==> src/rtl/reg_file.sv <==
// Two-read / one-write register file with R0 hardwired to zero, a post-reset clear sequencer and a carry flag.
// Optional same-cycle write-to-read forwarding is enabled by defining RF_BYPASS_EN.
module reg_file #(
    parameter int DATA_WITH = 16,
    parameter int ADDR_SIZE = 3,
    parameter int NUM_REGS  = 2**ADDR_SIZE
) (
    input  logic                 clk,
    input  logic                 rst,
    input  logic [ADDR_SIZE-1:0] ra_addr,
    input  logic [ADDR_SIZE-1:0] rb_addr,
    output logic [DATA_WITH-1:0] rega,
    output logic [DATA_WITH-1:0] regb,
    input  logic                 wr_en,
    input  logic [ADDR_SIZE-1:0] wr_addr,
    input  logic [DATA_WITH-1:0] wr_data,
    input  logic                 flag_we,
    input  logic                 cin,
    output logic                 carry,
    output logic                 busy
);

    typedef enum logic {CLEAR = 1'b0, RUN = 1'b1} state_e;

    state_e                 state_q, state_d;
    logic [ADDR_SIZE-1:0]   clr_idx_q, clr_idx_d;
    logic                   carry_q, carry_d;
    logic [DATA_WITH-1:0]   mem_q [NUM_REGS];
    logic [DATA_WITH-1:0]   mem_d [NUM_REGS];

    always_ff @(posedge clk) begin
        if (rst) begin
            state_q   <= CLEAR;
            clr_idx_q <= '0;
            carry_q   <= 1'b0;
        end else begin
            state_q   <= state_d;
            clr_idx_q <= clr_idx_d;
            carry_q   <= carry_d;
        end
    end

    // Storage has no reset of its own; the clear sequencer zeroes it after rst drops.
    always_ff @(posedge clk) begin
        mem_q <= mem_d;
    end

    always_comb begin
        state_d   = state_q;
        clr_idx_d = clr_idx_q;
        case (state_q)
            CLEAR: begin
                clr_idx_d = clr_idx_q + 1'b1;
                if (clr_idx_q == ADDR_SIZE'(NUM_REGS - 1))
                    state_d = RUN;
            end
            default: state_d = RUN;
        endcase
    end

    always_comb begin
        carry_d = carry_q;
        mem_d   = mem_q;
        if (!rst) begin
            if (state_q == CLEAR) begin
                mem_d[clr_idx_q] = '0;
            end else begin
                if (wr_en && wr_addr != '0)
                    mem_d[wr_addr] = wr_data;
                if (flag_we)
                    carry_d = cin;
            end
        end
    end

    always_comb begin
        busy  = (state_q == CLEAR);
        carry = carry_q;
    end

    always_comb begin
        rega = '0;
        regb = '0;
        if (state_q == RUN) begin
            if (ra_addr != '0) rega = mem_q[ra_addr];
            if (rb_addr != '0) regb = mem_q[rb_addr];
`ifdef RF_BYPASS_EN
            // A nonzero read address matching wr_addr implies wr_addr != 0.
            if (wr_en && ra_addr != '0 && wr_addr == ra_addr) rega = wr_data;
            if (wr_en && rb_addr != '0 && wr_addr == rb_addr) regb = wr_data;
`endif
        end
    end

endmodule
==> config.mk <==
export PLATFORM = sky130hd
export DESIGN_NAME = reg_file
export DESIGN_NICKNAME = d
export VERILOG_FILES = /design/src/rtl/reg_file.sv
export SDC_FILE = /design/constraint.sdc
export NUM_CORES = 1
export LEC_CHECK = 0
export BUFFER_PORTS_ARGS = -buffer_cell sky130_fd_sc_hd__buf_2
export CORE_MARGIN = 5
export CORE_UTILIZATION = 41
export CTS_CLUSTER_DIAMETER = 60
export DETAILED_ROUTE_END_ITERATION = 12
export GPL_TIMING_DRIVEN = 0
export PLACE_DENSITY = 0.66
export SLEW_MARGIN = 20
export SYNTH_ARGS = -nofsm -noshare
export SYNTH_HDL_FRONTEND = slang
export SYNTH_SLANG_ARGS = --single-unit
==> constraint.sdc <==
create_clock -name clk -period 3.3 [get_ports clk]
set_clock_uncertainty 0.2 [all_clocks]
set_input_delay 0.33 -clock clk [delete_from_list [all_inputs] [get_ports clk]]
set_output_delay 0.33 -clock clk [all_outputs]
set_load 0.005 [all_outputs]
==> impl_metrics.tcl, run 1 <==
set metrics [dict create \
    hp-class "in2reg" \
    post_drt_wl_per_cell_um 23.6 \
    die_width_um 140 \
    fin_setup_tns_ps 0 \
    reg2reg_depth 5 \
    netlist_instances 582 \
    synthAdderAreaFrac_pct 0.360 \
    comb_power_share_pct 12.6 \
    fmax_ghz 0.343 \
    start_util_pct 41.8 \
    hold_end "mem_q[13]" \
    min_period_ps 2910 \
    yosysWarnings 0 \
    io_pins 64 \
    grt_pass1_vias 5662 \
    cts-resized-gates 0 \
    period_share_pct 88.2 \
    core_area_sq_um 16600 \
    peakVddDrop_v 0.000373 \
    hold_depth 3 \
    route.detailed.drc 0 \
    crit_type "reg2out" \
    drt_iter0_drc 649 \
    antenna_found_initial 0 \
    postCtsSetupBuffers 0 \
    synth_compound_area_share_pct 21.1 \
    synth_simple_gate_area_share_pct 8.07 \
    reg2reg_to "mem_q[55]" \
    status "complete, no violations" \
    cts_made_buffers 17 \
    drv_cap 0 \
    drive_gt1_share_pct 31.7 \
    htreeDepth 4 \
    synth_nets 614 \
    slew_headroom_pct 35.8 \
    setup_viol 0 \
    power_per_cell_area_nw_per_um2 551 \
    dp_cells 858 \
    insertedDiodeCount 0 \
    worstHoldStart "wr_data[13]" \
    rsz0062_at_grt "false" \
    rows 47 \
    p_int_mw 3.44 \
    synth_xor_area_share_pct 0.126 \
    leakagePower_nw 3.26 \
    dieArea_sq_um 19700 \
    synth_enable_flop_cells 112 \
    synth_mux_area_share_pct 15.8 \
    clock_sinks 117 \
    rrSetupSlack_ps 760 \
    cts_tree "yes" \
    fin_hold_ws_ps 66.5 \
    drt_wl_total_um 21000 \
    cp.required_ps 2770 \
    p_clk_share_pct 44.8 \
    gp_congestion 0.920 \
    switching_share_pct 23.8 \
    seq_area_frac_synth_pct 49.8 \
    cp_max_fo 10 \
    vias_per_cell 6.18 \
    grt-ovfl-total 0 \
    cts_root_buf "clkbuf_16" \
    clock_latency_ps 420 \
    grt_max_degree 17 \
    hold_viol_final 0 \
    yosysUniqueCellTypes 36 \
    startpoint_type "flop" \
    grt_pass1_wl_um 32400 \
    worst_slew_pin_slew_ps 959 \
    switchingPower_mw 1.07 \
    end_kind "output port" \
    final_cells 892 \
    avgSynthCellArea_sq_um 12.0 \
    final_antenna_net_count 0 \
    final_nets 691 \
    seqPwrFrac_pct 42.6 \
    synth.ff_latch_count 117 \
    multiInputGateArea_sq_um 3180 \
    firstDrtPassIters 5 \
    cts.clk_slew.worst_paths_ps 50 \
    startpoint "state_q" \
    grt_usage_pct 21.3 \
    syn_area_sq_um 6960 \
    ys.flop_type "edfxtp_1" \
    ys_async_sr_fraction_pct 0 \
    synth_top_family_by_area "compound AO/OA/AOI/OAI gates" \
    regArea_sq_um 3460 \
    dp_hpwl_um 16000 \
    fillCellCount 1501 \
    clock_path_buffers 2 \
    r2r-start "state_q" \
    finalMaxSlewViolations 0 \
    die-height_um 140 \
    syn_to_final_growth_pct 17.6 \
    vias 5511 \
    numPortBuffers 56 \
    cp.arrival_ps 2380 \
]
-- cell usage after synthesis (4+ instances only) --
cell type  number  area [sq um]
a21oi_1         4          20.0
dfxtp_1         5           100
a221oi_1       28           245
nand2_1        40           150
a31oi_1         5          31.3
and2_1         16           100
edfxtp_1      112          3360
inv_1           4          15.0
o22ai_1        15          93.8
buf_2          30           150
clkbuf_1       34           128
a22o_1         96           841
nor3_1         18          90.1
mux2_2         63           709
nor2_1         29           109
o21ai_0        29           145
mux4_2         16           360
-- kinds of logic (layout without fill, tap and decap cells) --
kind of cell | Yosys count | count (layout)
AO/OA/AOI/OAI | 187 | 187
multiplexers | 82 | 82
AND/OR/NAND/NOR | 117 | 117
flip-flops | 117 | 117
XOR/XNOR | 1 | 1
adder cells (fa/ha/maj) | 2 | 2
buffers and inverters | 76 | 166
-- metrics by stage --
| stage | utilization [%] | setup WS (ps) | cell area, sq um | total power [mW] |
|---|---|---|---|---|
| after detailed placement | 45.3 | 571 | 7530 | 2.50 |
| after floorplan | - | 844 | 6960 | 2.32 |
| after CTS | 49.2 | 440 | 8180 | 4.50 |
| after global routing | 49.2 | 258 | 8180 | 4.62 |
| final | 49.2 | 388 | 8180 | 4.51 |
| after global placement | 45.2 | 175 | 7520 | 2.47 |
-- placed cells by master, fill, tap and decap left out, types with 3 or more instances in the layout --
cell type,netlist,final
clkbuf_1,34,37
o21ai_0,29,29
inv_2,3,3
nor2_2,0,5
o22ai_1,15,15
buf_2,30,86
nor2_1,29,24
edfxtp_1,112,112
clkbuf_16,0,17
nor3_1,18,18
mux4_2,16,16
clkinv_2,0,6
o31a_1,3,3
a221oi_1,28,28
a21oi_1,4,3
nor3b_2,3,3
bufinv_16,0,5
mux2i_1,3,3
a22o_1,96,96
nand3b_1,3,3
nand2_1,40,40
dfxtp_1,5,5
inv_1,4,4
mux2_2,63,63
a31oi_1,5,5
and2_1,16,16
-- worst max-delay path by stage --
| stage | end | depth (start not counted) |
|---|---|---|
| 2_1_floorplan | mem_q[32] | 6 |
| 3_3_place_gp | mem_q[58] | 5 |
| 3_5_place_dp | mem_q[58] | 5 |
| 4_1_cts | regb[7] | 6 |
| 5_1_grt | regb[2] | 6 |
| 6_report | regb[1] | 6 |
-- area by class of cell --
cell class | instances | area share, %
Sequential cell | 117 | 42.3
Multi-Input combinational cell | 389 | 38.9
Tap cell | 220 | 3.36
Buffer | 69 | 3.75
Clock inverter | 11 | 2.20
Timing Repair Buffer | 58 | 3.67
Inverter | 7 | 0.321
Clock buffer | 21 | 5.50
-- registers in the layout, indices dropped and copies added (netlist names) --
name and count:
state_q 1, clr_idx_q 3, carry 1, mem_q 112
-- layer usage --
metal / GRT usage (%) / wire [um] / vias up
met1: 27.2 / 8780 / 2647
met3: 3.99 / 1510 / 60
met5: 0 / 0 / -
met2: 35.1 / 10000 / 329
li1: - / - / 2475
met4: 9.69 / 705 / 0
-- power by group through the flow --
stage	Combinational [mW]	Sequential, mW	Clock, mW
global placement	0.535	1.93	0
floorplan	0.426	1.90	0
finish	0.567	1.92	2.02
detailed placement	0.561	1.94	0
CTS	0.561	1.92	2.02
global route	0.609	1.93	2.08
-- timing repair --
action | in CTS | in global routing
hold endpoints to repair | 5 | 0
setup endpoints to repair | 0 | 0
hold buffers | 2 | 0
-- worst max-delay path, stage by stage (launching register included) --
cell and delay [ps]:
dfxtp_1 300, clkbuf_2 170, clkbuf_1 310, clkbuf_1 550, o21ai_0 240, nor2_1 230
buf_2 150
Note: power is estimated with default switching activity, not from simulation.
==> inputs of run 2 (changes only) <==
--- a/config.mk
+++ b/config.mk
@@ -6,12 +6,14 @@
 export NUM_CORES = 1
 export LEC_CHECK = 0
 export BUFFER_PORTS_ARGS = -buffer_cell sky130_fd_sc_hd__buf_2
+export CELL_PAD_IN_SITES_DETAIL_PLACEMENT = 1
+export CELL_PAD_IN_SITES_GLOBAL_PLACEMENT = 1
 export CORE_MARGIN = 5
-export CORE_UTILIZATION = 41
+export CORE_UTILIZATION = 48
 export CTS_CLUSTER_DIAMETER = 60
 export DETAILED_ROUTE_END_ITERATION = 12
 export GPL_TIMING_DRIVEN = 0
-export PLACE_DENSITY = 0.66
+export PLACE_DENSITY = 0.86
 export SLEW_MARGIN = 20
 export SYNTH_ARGS = -nofsm -noshare
 export SYNTH_HDL_FRONTEND = slang
==> constraint.sdc (replaced) <==
create_clock -name clk -period 3.3 [get_ports clk]
set_clock_uncertainty 0.2 [all_clocks]
set_input_delay 0.33 -clock clk [delete_from_list [all_inputs] [get_ports clk]]
set_output_delay 0.33 -clock clk [all_outputs]
set_load 0.1 [all_outputs]
==> impl_metrics.tcl, run 2 (synthesis results as in run 1) <==
set metrics [dict create \
    reg2reg_depth 5 \
    reg2reg_to "mem_q[21]" \
    antenna_found_initial 0 \
    core_area_sq_um 14400 \
    fin_setup_tns_ps 0 \
    setup_viol 0 \
    cp.required_ps 2770 \
    startpoint_type "flop" \
    vias 5777 \
    setup_ws_ps 305 \
    hold_depth 3 \
    layout_commonest_cell "edfxtp_1" \
    min_period_ps 3000 \
    cp.arrival_ps 2470 \
    fmax_ghz 0.334 \
    hp-class "in2reg" \
    dp_hpwl_um 16800 \
    drv_cap 0 \
    placed_area_sq_um 7540 \
    finalMaxSlewViolations 0 \
    reg.largest.list "mem_q: 112 flops, clr_idx_q: 3 flops" \
    postCtsSetupBuffers 0 \
    clock_path_buffers 2 \
    final_cells 856 \
    die-height_um 130 \
    grt_max_degree 17 \
    grt_pass1_vias 6030 \
    cp_max_fo 10 \
    pre_cts_ws_ps 491 \
    vias_per_cell 6.75 \
    rows 44 \
    status "complete, no violations" \
    peakVddDrop_v 0.000378 \
    grt_pass1_wl_um 34400 \
    cts_root_buf "clkbuf_16" \
    insertedDiodeCount 0 \
    grt_usage_pct 26.9 \
    drt_wl_total_um 22300 \
    dp_cells 822 \
    worstHoldStart "wr_data[10]" \
    drive_gt1_share_pct 33.3 \
    end_kind "output port" \
    fin_hold_ws_ps 73.6 \
    clock_sinks 117 \
    route.detailed.drc 0 \
    rrSetupSlack_ps 590 \
    firstDrtPassIters 5 \
    finalPower_mw 4.37 \
    die_width_um 130 \
    cts_tree "yes" \
    hold_end "mem_q[10]" \
    clock_latency_ps 420 \
    power_per_cell_area_nw_per_um2 536 \
    numPortBuffers 56 \
    hold_viol_final 0 \
    period_share_pct 90.8 \
    largest_reg_flops 112 \
    cts.clk_slew.worst_paths_ps 50 \
    post_drt_wl_per_cell_um 26.1 \
    slew_headroom_pct 34.2 \
    final_cell_mix "edfxtp_1 (112), a22o_1 (96), buf_2 (86)" \
    leakagePower_nw 3.23 \
    io_pins 64 \
    cts_made_buffers 17 \
    final_nets 691 \
    gp_congestion 0.928 \
    largest-register "mem_q" \
    dieArea_sq_um 17000 \
    rsz0062_at_grt "false" \
    worst_slew_pin_slew_ps 982 \
    htreeDepth 4 \
    grt-ovfl-total 0 \
    crit_type "reg2out" \
    syn_to_final_growth_pct 16.9 \
    design_area_sq_um 8140 \
    drt_iter0_drc 656 \
    final_util_pct 56.6 \
    r2r-start "state_q" \
    start_util_pct 48.4 \
    startpoint "state_q" \
    final_antenna_net_count 0 \
]
==> run 2: metal layers <==
layer	wire [um]	global-route usage (%)	vias to the layer above
met3	1820	5.93	78
met4	818	11.9	0
met5	0	0	-
met1	8990	34.2	2877
met2	10700	44.3	347
li1	-	-	2475
==> run 2: power breakdown <==
| group | switching (mW) | leakage, nW | total, mW | internal (mW) |
|---|---|---|---|---|
| clock network | 0.667 | 0.283 | 1.83 | 1.17 |
| logic | 0.320 | 1.80 | 0.602 | 0.282 |
| registers | 0.122 | 1.15 | 1.93 | 1.81 |
| total | 1.11 | 3.23 | 4.37 | 3.26 |
==> run 2: how the worst max path moves through the flow <==
stage / endpoint / slack [ps] / cells past startpoint
final: rega[14] / 300 / 6
after global placement: mem_q[93] / 320 / 5
after floorplan: rega[10] / -630 / 4
after global routing: rega[14] / 150 / 6
after CTS: regb[7] / 50 / 6
after detailed placement: rega[8] / 490 / 6
==> run 2: cell type report <==
class	count	area, sq um
clock buffer	19	433
tap	184	230
multi-input combinational	389	3240
timing repair buffer	58	300
sequential	117	3460
buffer	69	309
fill	1487	6230
inverter	7	26.3
clock inverter	13	139
==> run 2: timing repair <==
item,CTS,global route
resized for setup,0,4
setup endpoints to repair,0,11
hold buffers,2,0
hold endpoints to repair,5,0
==> run 2: worst max-delay path, stage by stage, from the launching register on <==
cell and delay [ps]:
dfxtp_1 300, clkbuf_2 180, clkbuf_1 320, clkbuf_2 350
o21ai_0 180, a31oi_2 230, buf_2 470
